--- src/rtl/avgmax_unit_if.sv ---
// SRAM read port bundle between avgmax_unit and the result SRAM.
// master drives cs_n/we_n/addr and receives rdata; slave is the SRAM side.
interface avgmax_unit_if #(
  parameter int ADDR_W = 8
);
  logic              cs_n;
  logic              we_n;
  logic [ADDR_W-1:0] addr;
  logic [31:0]       rdata;

  modport master (
    output cs_n, we_n, addr,
    input  rdata
  );

  modport slave (
    input  cs_n, we_n, addr,
    output rdata
  );
endinterface

--- src/rtl/avgmax_unit.sv ---
// Reads NUM_WORDS results from SRAM, tracks max and sum, and serialises
// {max, avg} MSB-first on P_out. Ports: clk/rst, avgmax_en start, P_s
// shift enable, sram (master), P_out/p_valid frame, busy, avgmax_done,
// max_val/avg_val results.
module avgmax_unit #(
  parameter int ADDR_W    = 8,
  parameter int NUM_WORDS = 32,
  parameter int LOG2_N    = 5,
  parameter int DATA_W    = 17
) (
  input  logic              clk,
  input  logic              rst,
  input  logic              avgmax_en,
  input  logic              P_s,
  avgmax_unit_if.master     sram,
  output logic              P_out,
  output logic              p_valid,
  output logic              busy,
  output logic              avgmax_done,
  output logic [DATA_W-1:0] max_val,
  output logic [DATA_W-1:0] avg_val
);

  localparam int SUM_W   = DATA_W + LOG2_N;
  localparam int FRAME_W = 2 * DATA_W;
  localparam int CNT_W   = $clog2(FRAME_W + 1);

  typedef enum logic [2:0] {
    S_IDLE,
    S_READ,
    S_DRAIN,
    S_CALC,
    S_SHIFT,
    S_DONE
  } state_t;

  state_t              state_q, state_d;
  logic                cs_n_q, cs_n_d;
  logic [ADDR_W-1:0]   addr_q, addr_d;
  logic                rvalid_q, rvalid_d;
  logic [SUM_W-1:0]    sum_q, sum_d;
  logic [DATA_W-1:0]   max_q, max_d;
  logic [DATA_W-1:0]   max_val_q, max_val_d;
  logic [DATA_W-1:0]   avg_val_q, avg_val_d;
  logic [FRAME_W-1:0]  sh_q, sh_d;
  logic [CNT_W-1:0]    bit_cnt_q, bit_cnt_d;
  logic                p_out_q, p_out_d;
  logic                p_valid_q, p_valid_d;
  logic                busy_q, busy_d;
  logic                done_q, done_d;

  logic [DATA_W-1:0]   word;
  logic                unused_rdata_hi;

  assign word            = sram.rdata[DATA_W-1:0];
  assign unused_rdata_hi = ^sram.rdata[31:DATA_W];

  always_comb begin
    state_d   = state_q;
    cs_n_d    = cs_n_q;
    addr_d    = addr_q;
    sum_d     = sum_q;
    max_d     = max_q;
    max_val_d = max_val_q;
    avg_val_d = avg_val_q;
    sh_d      = sh_q;
    bit_cnt_d = bit_cnt_q;
    p_out_d   = p_out_q;
    p_valid_d = 1'b0;
    done_d    = 1'b0;
    rvalid_d  = (state_q == S_READ);

    // Data returns one cycle after its address; the last word lands in DRAIN.
    if (rvalid_q) begin
      sum_d = sum_q + SUM_W'(word);
      if (word > max_q) max_d = word;
    end

    unique case (state_q)
      S_IDLE: begin
        if (avgmax_en) begin
          state_d = S_READ;
          sum_d   = '0;
          max_d   = '0;
          addr_d  = '0;
          cs_n_d  = 1'b0;
        end
      end
      S_READ: begin
        if (addr_q == ADDR_W'(NUM_WORDS - 1)) begin
          state_d = S_DRAIN;
          cs_n_d  = 1'b1;
        end else begin
          addr_d = addr_q + 1'b1;
        end
      end
      S_DRAIN: begin
        state_d = S_CALC;
      end
      S_CALC: begin
        avg_val_d = sum_q[LOG2_N +: DATA_W];
        max_val_d = max_q;
        sh_d      = {max_q, sum_q[LOG2_N +: DATA_W]};
        bit_cnt_d = '0;
        state_d   = S_SHIFT;
      end
      S_SHIFT: begin
        if (P_s) begin
          p_out_d   = sh_q[FRAME_W-1];
          p_valid_d = 1'b1;
          sh_d      = {sh_q[FRAME_W-2:0], 1'b0};
          bit_cnt_d = bit_cnt_q + 1'b1;
          if (bit_cnt_q == CNT_W'(FRAME_W - 1)) state_d = S_DONE;
        end
      end
      S_DONE: begin
        done_d  = 1'b1;
        state_d = S_IDLE;
      end
      default: begin
        state_d = S_IDLE;
      end
    endcase

    busy_d = (state_d != S_IDLE);
  end

  always_ff @(posedge clk) begin
    if (rst) begin
      state_q   <= S_IDLE;
      cs_n_q    <= 1'b1;
      addr_q    <= '0;
      rvalid_q  <= 1'b0;
      sum_q     <= '0;
      max_q     <= '0;
      max_val_q <= '0;
      avg_val_q <= '0;
      sh_q      <= '0;
      bit_cnt_q <= '0;
      p_out_q   <= 1'b0;
      p_valid_q <= 1'b0;
      busy_q    <= 1'b0;
      done_q    <= 1'b0;
    end else begin
      state_q   <= state_d;
      cs_n_q    <= cs_n_d;
      addr_q    <= addr_d;
      rvalid_q  <= rvalid_d;
      sum_q     <= sum_d;
      max_q     <= max_d;
      max_val_q <= max_val_d;
      avg_val_q <= avg_val_d;
      sh_q      <= sh_d;
      bit_cnt_q <= bit_cnt_d;
      p_out_q   <= p_out_d;
      p_valid_q <= p_valid_d;
      busy_q    <= busy_d;
      done_q    <= done_d;
    end
  end

  assign sram.cs_n   = cs_n_q;
  assign sram.we_n   = 1'b1;
  assign sram.addr   = addr_q;
  assign P_out       = p_out_q;
  assign p_valid     = p_valid_q;
  assign busy        = busy_q;
  assign avgmax_done = done_q;
  assign max_val     = max_val_q;
  assign avg_val     = avg_val_q;

endmodule

--- src/flat_wrapper.sv ---
// flat-port wrapper written by rule: the top's interface ports become plain ports
module avgmax_unit_flat 
#(
  parameter int ADDR_W    = 8,
  parameter int NUM_WORDS = 32,
  parameter int LOG2_N    = 5,
  parameter int DATA_W    = 17
)
  (clk, rst, avgmax_en, P_s, P_out, p_valid, busy, avgmax_done, max_val, avg_val, sram_cs_n, sram_we_n, sram_addr, sram_rdata);
  avgmax_unit_if #(.ADDR_W(ADDR_W)) sram_i ();
  input  logic clk;
  input  logic rst;
  input  logic avgmax_en;
  input  logic P_s;
  output logic P_out;
  output logic p_valid;
  output logic busy;
  output logic avgmax_done;
  output logic [DATA_W-1:0] max_val;
  output logic [DATA_W-1:0] avg_val;
  output wire logic [$bits(sram_i.cs_n)-1:0] sram_cs_n;
  output wire logic [$bits(sram_i.we_n)-1:0] sram_we_n;
  output wire logic [$bits(sram_i.addr)-1:0] sram_addr;
  input wire logic [$bits(sram_i.rdata)-1:0] sram_rdata;
  assign sram_cs_n = sram_i.cs_n;
  assign sram_we_n = sram_i.we_n;
  assign sram_addr = sram_i.addr;
  assign sram_i.rdata = sram_rdata;
  avgmax_unit #(.ADDR_W(ADDR_W), .NUM_WORDS(NUM_WORDS), .LOG2_N(LOG2_N), .DATA_W(DATA_W)) u_core (.clk(clk), .rst(rst), .avgmax_en(avgmax_en), .P_s(P_s), .sram(sram_i), .P_out(P_out), .p_valid(p_valid), .busy(busy), .avgmax_done(avgmax_done), .max_val(max_val), .avg_val(avg_val));
endmodule
--- config.mk ---
export PLATFORM = sky130hd
export DESIGN_NAME = avgmax_unit_flat
export DESIGN_NICKNAME = d
export VERILOG_FILES = /design/src/rtl/avgmax_unit_if.sv /design/src/rtl/avgmax_unit.sv /design/src/flat_wrapper.sv
export SDC_FILE = /design/constraint.sdc
export NUM_CORES = 1
export LEC_CHECK = 0
export ABC_AREA = 0
export CORE_ASPECT_RATIO = 1.2
export CORE_UTILIZATION = 54
export DETAILED_ROUTE_END_ITERATION = 10
export GPL_ROUTABILITY_DRIVEN = 0
export PLACE_DENSITY_LB_ADDON = 0.15
export SYNTH_ARGS = -nofsm -noshare
export SYNTH_HDL_FRONTEND = slang
export SYNTH_SLANG_ARGS = --single-unit
export TNS_END_PERCENT = 10
--- constraint.sdc ---
create_clock -name clk -period 4.79 [get_ports clk]
set_clock_uncertainty 0.05 [all_clocks]
set_input_delay 1.437 -clock clk [delete_from_list [all_inputs] [get_ports clk]]
set_output_delay 1.437 -clock clk [all_outputs]
set_load 0.005 [all_outputs]
==> results of run 1 <==
==> power by group through the flow <==
stage / Combinational [W] / Clock [W] / Sequential, W
after floorplan: 0.000137 / 0 / 0.00112
after global placement: 0.000190 / 0 / 0.00113
after detailed placement: 0.000197 / 0 / 0.00113
after CTS: 0.000198 / 0.00137 / 0.00110
after global routing: 0.000223 / 0.00142 / 0.00111
final: 0.000200 / 0.00135 / 0.00110
==> worst paths after layout <==
check	end	cells after the start	start	slack (ps)
setup / recovery	u_core.sum_q[20]	9	sram_rdata[0]	980
hold / removal	u_core.avg_val[16]	2	u_core.avg_val[16]	400
setup reg to reg	u_core.sh_q[14]	7	u_core.state_q[2]	1960
hold reg to reg	u_core.avg_val[16]	2	u_core.avg_val[16]	400
==> cells in the final DEF (no fill, tap or decap), types with 4 or more instances in the layout <==
| cell | count |
|---|---|
| dfxtp_1 | 130 |
| nand2_1 | 102 |
| a21oi_1 | 88 |
| nor2_1 | 84 |
| clkdlybuf4s50_1 | 66 |
| ha_1 | 37 |
| a211oi_1 | 36 |
| o21ai_0 | 30 |
| nand3_1 | 29 |
| inv_1 | 27 |
| nor3_1 | 26 |
| mux2i_1 | 25 |
| clkbuf_16 | 17 |
| xnor2_1 | 13 |
| xor2_1 | 9 |
| buf_4 | 8 |
| and3_1 | 7 |
| a21o_1 | 7 |
| nand4_1 | 7 |
| o21a_1 | 6 |
| nand3b_1 | 6 |
| and4_1 | 6 |
| o211ai_1 | 5 |
| a31oi_1 | 5 |
| or3_1 | 4 |
| or2_2 | 4 |
==> kinds of logic (layout without fill, tap and decap cells) <==
family,Yosys count,count (layout),share of synthesized area [%]
DFF,130,130,40.13
AOI/OAI and AO/OA,197,197,18.75
and+or+nand+nor,298,298,21.15
muxes,28,28,4.380
buffers and inverters,79,134,5.113
other,1,1,0.05783
xor gates and xnor gates,22,22,2.971
adders and majority gates,38,38,7.447
==> stage by stage <==
step	setup WS, ps	total power [W]	utilization [%]	cells
3_5_place_dp	580.2	0.001326	61.82	973
4_1_cts	1004	0.002671	67.18	1005
3_3_place_gp	647.4	0.001317	61.82	973
6_report	984.2	0.002656	67.18	1005
2_1_floorplan	1369	0.001260	-	793
5_1_grt	926.9	0.002751	67.18	1005
==> sequential cells by signal, summed over array words and instances, names as in the netlist <==
register and cells:
u_core.p_valid 1, u_core.sh_q 34, u_core.state_q 3, u_core.sum_q 22
u_core.avg_val 17, u_core.P_out 1, u_core.rvalid_q 1, u_core.sram.cs_n 1
u_core.bit_cnt_q 6, u_core.avgmax_done 1, u_core.max_q 17, u_core.busy 1
u_core.max_val 17, u_core.sram.addr 8
==> per-layer routing <==
layer  GRT usage, %  vias up  wire length, µm
li1               -     2869                -
met1          33.37     2797             6871
met2          47.73      151             8036
met3          6.483       28              827
met4          10.54        0              272
met5              0        -                0
==> area by class of cell <==
cell class | instances | area [µm²]
flip-flops and latches | 130 | 2603
clock inverters | 11 | 152.6
well taps | 157 | 196.4
multi-input cells | 584 | 3558
fillers | 990 | 3814
repair buffers | 75 | 725.7
inverters | 27 | 101.3
clock buffers | 21 | 470.5
==> worst max-delay path, cell delays in order <==
cell and delay (ps):
clkdlybuf4s50_1 480, ha_1 270, fa_1 410, a21o_1 200, a221oi_2 410, o221a_2 330, o211ai_2 140, and3_1 220
o21a_1 170
==> impl_metrics.yaml, run 1 <==
outcome:
  outcome: "finished clean"
timing:
  final_count_of_pins_violating_max_slew: 0
  setup-violations-final: 0
  final_period_minus_worst_setup_slack_ps: 3806
  grt_setup_unrepaired: "no"
  fin_setup_tns_ps: 0
  timing.fmax_ghz: 0.2628
  finalHoldWorstSlack_ps: 402.4
  hold_viol_final: 0
  final_cycle_utilization_of_the_critical_path_pct: 79.45
  max-slew-margin-rel_pct: 27.50
  timing_worst_slew_pin_value_ps: 1083
synthesis:
  synth.yosys.seq_area_share_pct: 40.13
  synth.top_cells.by_area: "dfxtp_1, ha_1, a21oi_1"
  ys_top_cells_by_count: "dfxtp_1, nand2_1, a21oi_1"
  yosysWarnings: 0
  yosys_register_bits: 130
  synth_most_common_cell: "dfxtp_1"
  ys_async_sr_fraction_pct: 0
  postSynth.topFlopCell: "dfxtp_1"
  synth.largest_area_cell: "dfxtp_1"
  synthesis.nets: 867
  synth_top_area_share_pct: 40.13
  synthDistinctLibCells: 55
  synth_edf_count: 0
  syn_area_mm2: 0.006485
  post_synth_inst_count: 793
  synthesis.area_per_instance_um2: 8.178
setup_path:
  timing.setup.critical_path_class: "in2reg"
  setup.worst_path.start_class: "input port"
  arrival_ps: 4070
  crit_path_capture_type: "flop"
  timing.critical_path.fanout_max: 4
  worst-endpoint-required_ps: 5050
cells_and_area:
  design_area_mm2: 0.007807
  syn2layout_area_growth_pct: 20.39
  finalNetCount: 909
  proportion_of_layout_cells_with_a_drive_suffix_above_1_pct: 7.075
  n_antenna_cell: 0
floorplanning:
  row_count: 43
  die_area_mm2: 0.01245
  die_height_um: 122.0
  fp.coreArea_mm2: 0.01162
  io-pin-count: 84
  initial_core_util_pct: 55.80
  floorplan.die.width_um: 102.0
global_routing:
  grt.total_usage_pct: 27.80
  globalRoute.totalOverflow: 0
  first_pass_grt_wire_length_mm: 26.78
  maximum_number_of_pins_on_one_net_before_global_route_repair: 88
  first_global_vias: 5561
  number_of_antenna_violations_at_the_first_check_in_global_routing: 0
pwr:
  share_clk_of_total_power_pct: 50.9
  sw_frac_of_total_pct: 23.42
  vdd_drop_max_mv: 0.2168
  power.density_mw_per_mm2: 340.2
  p_seq_share_pct: 41.6
  internal_power_w: 0.002034
  share_comb_of_total_power_pct: 7.5
  total_leakage_power_nw: 2.741
  net-switching-power_w: 0.0006221
clock_network:
  cts.reportedPaths.clkPinSlew_ps: 60
  ctsRootBufferMaster: "clkbuf_16"
  number_of_setup_buffers_added_after_cts: 0
  cts_tree: "built"
  clk_path_buf_depth: 2
  cts_htree_levels: 4
  clkLatencyLatePin_ps: 420
  cts_num_sinks: 130
  quantity_of_hold_fixing_buffers_added_after_cts: 0
  numCtsBuffers: 17
  cts.repair.resized: 0
min_path:
  hold_path_class: "reg2reg"
route:
  drt_wl_total_mm: 16.01
  dr_iter_0_viols: 309
  drt-pass1-iter-count: 5
  drcViolationCount: 0
  drt-wirelength-per-cell_um: 15.93
  route.detailed.vias_per_inst: 5.816
  via_count_of_the_routed_design: 5845
  final_antenna_net_count: 0
flow_run:
  maxCapViolations: 0
place:
  count_of_input_and_output_buffers: 67
  placed_cell_area_mm2: 0.007184
  place.detailed.hpwl_mm: 10.96
(Power assumes the default switching activity.)
==> run 2, diff against run 1 <==
--- a/config.mk
+++ b/config.mk
@@ -7,7 +7,7 @@
 export LEC_CHECK = 0
 export ABC_AREA = 0
 export CORE_ASPECT_RATIO = 1.2
-export CORE_UTILIZATION = 54
+export CORE_UTILIZATION = 50
 export DETAILED_ROUTE_END_ITERATION = 10
 export GPL_ROUTABILITY_DRIVEN = 0
 export PLACE_DENSITY_LB_ADDON = 0.15
==> constraint.sdc (replaced) <==
create_clock -name clk -period 3.25 [get_ports clk]
set_clock_uncertainty 0.05 [all_clocks]
set_input_delay 0.975 -clock clk [delete_from_list [all_inputs] [get_ports clk]]
set_output_delay 0.975 -clock clk [all_outputs]
set_load 0.005 [all_outputs]
==> impl_metrics.yaml, run 2 (synthesis gave the netlist of run 1 again) <==
route:
  routed-wl-met2_mm: 7.977
  route.layer.met1.wl_mm: 7.088
  dr_iter_0_viols: 288
  met3RoutedLength_um: 800
  drt_wl_total_mm: 16.07
  drt-wirelength-per-cell_um: 15.34
  drcViolationCount: 0
  route.detailed.vias_per_inst: 5.634
  top_signal_layer_used: "met4"
  final_antenna_net_count: 0
  drt-pass1-iter-count: 5
  via_count_of_the_routed_design: 5904
cells_and_area:
  layoutNonFillerInstCount: 1048
  biggestRegsByFlops: "u_core.sh_q x34, u_core.sum_q x22"
  n_antenna_cell: 0
  most_frequent_cells_in_the_layout: "dfxtp_1, nand2_1, a21oi_1"
  multi_input_area_mm2: 0.003558
  largest_register_ffs: 34
  finalNetCount: 946
  mostFrequentLayoutCell: "dfxtp_1"
  filler_cell_count: 1111
  seq_area_mm2: 0.002603
  design_area_mm2: 0.008113
  largest_register: "u_core.sh_q"
  syn2layout_area_growth_pct: 25.10
  proportion_of_layout_cells_with_a_drive_suffix_above_1_pct: 10.86
pwr:
  vdd_drop_max_mv: 0.2835
  power.density_mw_per_mm2: 487.3
  total_leakage_power_nw: 2.922
global_routing:
  grt.total_usage_pct: 24.68
  number_of_antenna_violations_at_the_first_check_in_global_routing: 0
  maximum_number_of_pins_on_one_net_before_global_route_repair: 87
  globalRoute.totalOverflow: 0
  first_global_vias: 5555
  first_pass_grt_wire_length_mm: 26.39
setup_path:
  timing.critical_path.cells: "clkdlybuf4s50_1, ha_1, fa_1, a21o_1, a221oi_2, o221a_2, o211ai_2, and3_1, o21a_1"
  timing.critical_path.fanout_max: 4
  crit_path_capture_type: "flop"
  crit_family: "compound AO/OA/AOI/OAI gates"
  setup.worst_path.start_class: "input port"
  slowest_stage: "clkdlybuf4s50_1"
  timing.setup.critical_path_class: "in2reg"
  worst-endpoint-required_ps: 3510
  arrival_ps: 3350
  cp_slowest_stage_delay_ps: 430
  critPathBufInv: 1
place:
  count_of_input_and_output_buffers: 67
  place.detailed.hpwl_mm: 11.32
  numPlacedInstances: 1017
  placed_cell_area_mm2: 0.007496
floorplanning:
  initial_core_util_pct: 51.19
  row_count: 45
  io-pin-count: 84
  floorplan.die.width_um: 106.0
  fp.coreArea_mm2: 0.01267
  die_height_um: 126.8
  die_area_mm2: 0.01343
timing:
  final_count_of_pins_violating_max_slew: 0
  final_period_minus_worst_setup_slack_ps: 3087
  grt_setup_unrepaired: "no"
  final_cycle_utilization_of_the_critical_path_pct: 94.97
  max-slew-margin-rel_pct: 30.89
  timing.fmax_ghz: 0.3240
  setup-violations-final: 0
  timing_worst_slew_pin_value_ps: 1033
  hold_viol_final: 0
  finalHoldWorstSlack_ps: 401.1
clock_network:
  cts_num_sinks: 130
  ctsRootBufferMaster: "clkbuf_16"
  clk_path_buf_depth: 2
  cts.repair.resized: 0
  clkLatencyLatePin_ps: 420
  number_of_setup_buffers_added_after_cts: 0
  quantity_of_hold_fixing_buffers_added_after_cts: 0
  cts_tree: "built"
  numCtsBuffers: 17
  cts_htree_levels: 4
  cts.reportedPaths.clkPinSlew_ps: 60
outcome:
  outcome: "finished clean"
flow_run:
  maxCapViolations: 0
min_path:
  hold_path_class: "reg2reg"
-- run 2: cell types whose count changed in the layout (fill, tap and decap cells not counted) --
cell,previous run,this run
inv_6,1,0
clkinv_4,3,4
clkinv_2,1,2
buf_4,8,43
bufinv_16,3,4
clkbuf_8,3,0
buf_12,0,2
-- run 2: worst register-to-register path, cell delays in order (launching register included) --
cell and delay (ps):
dfxtp_1 310, ha_1 200, fa_1 400, a21o_1 200, a221oi_2 310, o221a_2 280, o211ai_2 130, and3_1 200
o21a_1 170
-- run 2: per-layer routing --
layer | vias up | GRT usage [%]
li1 | 2948 | -
met1 | 2779 | 30.21
met2 | 157 | 43.37
met3 | 20 | 4.522
met4 | 0 | 8.333
met5 | - | 0
-- run 2: power by group --
part / internal [W] / total (W) / switching [W]
Clock: 0.00128 / 0.00199 / 0.000707
Combinational: 0.000150 / 0.000339 / 0.000189
Sequential: 0.00161 / 0.00163 / 0.0000183
-- run 2: worst paths after layout --
path	slack, ps	endpoint	cells past startpoint	start
worst max-delay path	160	u_core.sum_q[18]	9	sram_rdata[0]
worst min-delay path	400	u_core.avg_val[13]	2	u_core.avg_val[13]
worst max register to register	880	u_core.sum_q[18]	8	u_core.sum_q[0]
worst min register to register	400	u_core.avg_val[13]	2	u_core.avg_val[13]
-- run 2: stage by stage --
step           TNS (ps)  setup WS (ps)  util, %  power [W]
6_report              0          163.3    64.04   0.003953
2_1_floorplan         0          290.6        -   0.001858
5_1_grt               0          98.21    64.04   0.004080
4_1_cts               0          186.8    64.04   0.003971
3_3_place_gp      -1180         -186.2    59.17   0.001985
3_5_place_dp      -2073         -208.9    59.17   0.001997
-- run 2: cell type report --
cell class              instances  share of cell area [%]
well taps                     164                   2.529
multi-input cells             584                   43.86
inverters                      27                   1.249
clock buffers                  18                   5.290
repair buffers                112                   12.68
flip-flops and latches        130                   32.08
clock inverters                13                   2.313
==> run 3, diff against run 2 <==
--- a/config.mk
+++ b/config.mk
@@ -6,11 +6,14 @@
 export NUM_CORES = 1
 export LEC_CHECK = 0
 export ABC_AREA = 0
+export CELL_PAD_IN_SITES_DETAIL_PLACEMENT = 1
+export CELL_PAD_IN_SITES_GLOBAL_PLACEMENT = 1
 export CORE_ASPECT_RATIO = 1.2
-export CORE_UTILIZATION = 50
+export CORE_UTILIZATION = 37
 export DETAILED_ROUTE_END_ITERATION = 10
 export GPL_ROUTABILITY_DRIVEN = 0
 export PLACE_DENSITY_LB_ADDON = 0.15
+export SLEW_MARGIN = 25
 export SYNTH_ARGS = -nofsm -noshare
 export SYNTH_HDL_FRONTEND = slang
 export SYNTH_SLANG_ARGS = --single-unit
==> impl_metrics.yaml, run 3 (synthesis gave the netlist of run 1 again) <==
outcome:
  outcome: "finished clean"
global_routing:
  maximum_number_of_pins_on_one_net_before_global_route_repair: 87
  first_pass_grt_wire_length_mm: 31.89
  grt.total_usage_pct: 22.84
  number_of_antenna_violations_at_the_first_check_in_global_routing: 0
  globalRoute.totalOverflow: 0
  first_global_vias: 6344
setup_path:
  setup.worst_path.start_class: "input port"
  arrival_ps: 3380
  worst-endpoint-required_ps: 3510
  reg2regPathDepth: 8
  timing.setup.critical_path_class: "in2reg"
  crit_path_capture_type: "flop"
  slowest_stage: "clkdlybuf4s50_1"
  cp_slowest_stage_delay_ps: 450
  timing.critical_path.fanout_max: 4
  timing.critical_path.cells: "clkdlybuf4s50_1, ha_1, fa_1, a21o_1, a221oi_2, o221a_2, o211ai_2, and3_1, o21a_1"
route:
  drt-pass1-iter-count: 4
  dr_iter_0_viols: 282
  route.detailed.vias_per_inst: 5.423
  final_antenna_net_count: 0
  drt-wirelength-per-cell_um: 17.62
  via_count_of_the_routed_design: 5987
  drt_wl_total_mm: 19.46
  drcViolationCount: 0
cells_and_area:
  largest_register_ffs: 34
  finish.utilization_pct: 48.21
  layoutNonFillerInstCount: 1104
  syn2layout_area_growth_pct: 26.24
  most_frequent_cells_in_the_layout: "dfxtp_1, nand2_1, a21oi_1"
  largest_register: "u_core.sh_q"
  finalNetCount: 950
  design_area_mm2: 0.008187
  n_antenna_cell: 0
  filler_cell_count: 1986
  mostFrequentLayoutCell: "dfxtp_1"
  proportion_of_layout_cells_with_a_drive_suffix_above_1_pct: 11.37
  biggestRegsByFlops: "u_core.sh_q x34, u_core.sum_q x22"
clock_network:
  ctsRootBufferMaster: "clkbuf_16"
  cts_num_sinks: 130
  number_of_setup_buffers_added_after_cts: 0
  quantity_of_hold_fixing_buffers_added_after_cts: 0
  cts_htree_levels: 4
  cts_tree: "built"
  clk_path_buf_depth: 2
  numCtsBuffers: 17
  cts.reportedPaths.clkPinSlew_ps: 60
  cts.repair.resized: 0
  clkLatencyLatePin_ps: 420
timing:
  max-slew-margin-rel_pct: 37.91
  setup-violations-final: 0
  timing_worst_slew_pin_value_ps: 931.3
  grt_setup_unrepaired: "no"
  final_count_of_pins_violating_max_slew: 0
  timing.fmax_ghz: 0.3204
  final_cycle_utilization_of_the_critical_path_pct: 96.03
  final_period_minus_worst_setup_slack_ps: 3121
  hold_viol_final: 0
floorplanning:
  fp.coreArea_mm2: 0.01698
  initial_core_util_pct: 38.19
  io-pin-count: 84
  die_area_mm2: 0.01806
  die_height_um: 147.0
  floorplan.die.width_um: 122.9
  row_count: 52
flow_run:
  maxCapViolations: 0
place:
  place.detailed.hpwl_mm: 13.87
  placed_cell_area_mm2: 0.007591
  count_of_input_and_output_buffers: 67
  numPlacedInstances: 1073
min_path:
  hold_path_class: "reg2reg"
  worst_hold_stages: 2
pwr:
  vdd_drop_max_mv: 0.3032
  total_leakage_power_nw: 2.943
  power.density_mw_per_mm2: 479.0
-- run 3: cell types whose count changed in the layout (fill, tap and decap cells not counted), sizes merged --
cell and change:
buf +4, bufinv -1, clkbuf +2, clkinv +1, clkinvlp -2
-- run 3: per-layer routing --
layer | GRT usage [%] | part of all wire (%) | vias up
met3 | 4.231 | 3.6 | 42
met1 | 26.59 | 43 | 2877
li1 | - | - | 2941
met5 | 0 | 0 | -
met2 | 39.63 | 49 | 127
met4 | 11.04 | 3.8 | 0
-- run 3: path summary, 6_finish.rpt --
path                                   startpoint  slack (ps)           endpoint
worst max-delay path                sram_rdata[0]         130   u_core.sum_q[20]
worst max register to register    u_core.sum_q[0]         880   u_core.sum_q[20]
worst min-delay path            u_core.max_val[4]         410  u_core.max_val[4]
worst min register to register  u_core.max_val[4]         410  u_core.max_val[4]
-- run 3: worst max-delay path: cells and delay by family --
family | cells | cell delay [ps]
simple gates | 1 | 210
buf+inv | 1 | 450
compound gates | 5 | 1090
fa+ha+maj | 2 | 640
-- run 3: cell type report --
cell class | instances | area, µm² | area share, %
multi-input combinational | 584 | 3561 | 43.50
sequential | 130 | 2603 | 31.79
timing repair buffer | 116 | 1059 | 12.93
clock buffer | 20 | 456.7 | 5.578
tap | 216 | 270.3 | 3.301
clock inverter | 11 | 136.4 | 1.666
inverter | 27 | 101.3 | 1.238
-- run 3: through the flow --
step	hold slack [ps]	power [W]	TNS [ps]	setup slack, ps
after CTS	408.5	0.003958	0	133.0
final	406.7	0.003921	0	129.1
after floorplan	381.9	0.001858	0	290.6
after detailed placement	400.5	0.002022	-5633	-296.9
after global routing	428.7	0.004064	0	48.43
after global placement	392.4	0.002006	-3880	-213.5
-- run 3: where the power goes --
group / switching, W / internal (W)
clock network: 0.000698 / 0.00123
logic: 0.000203 / 0.000156
registers: 0.0000198 / 0.00161
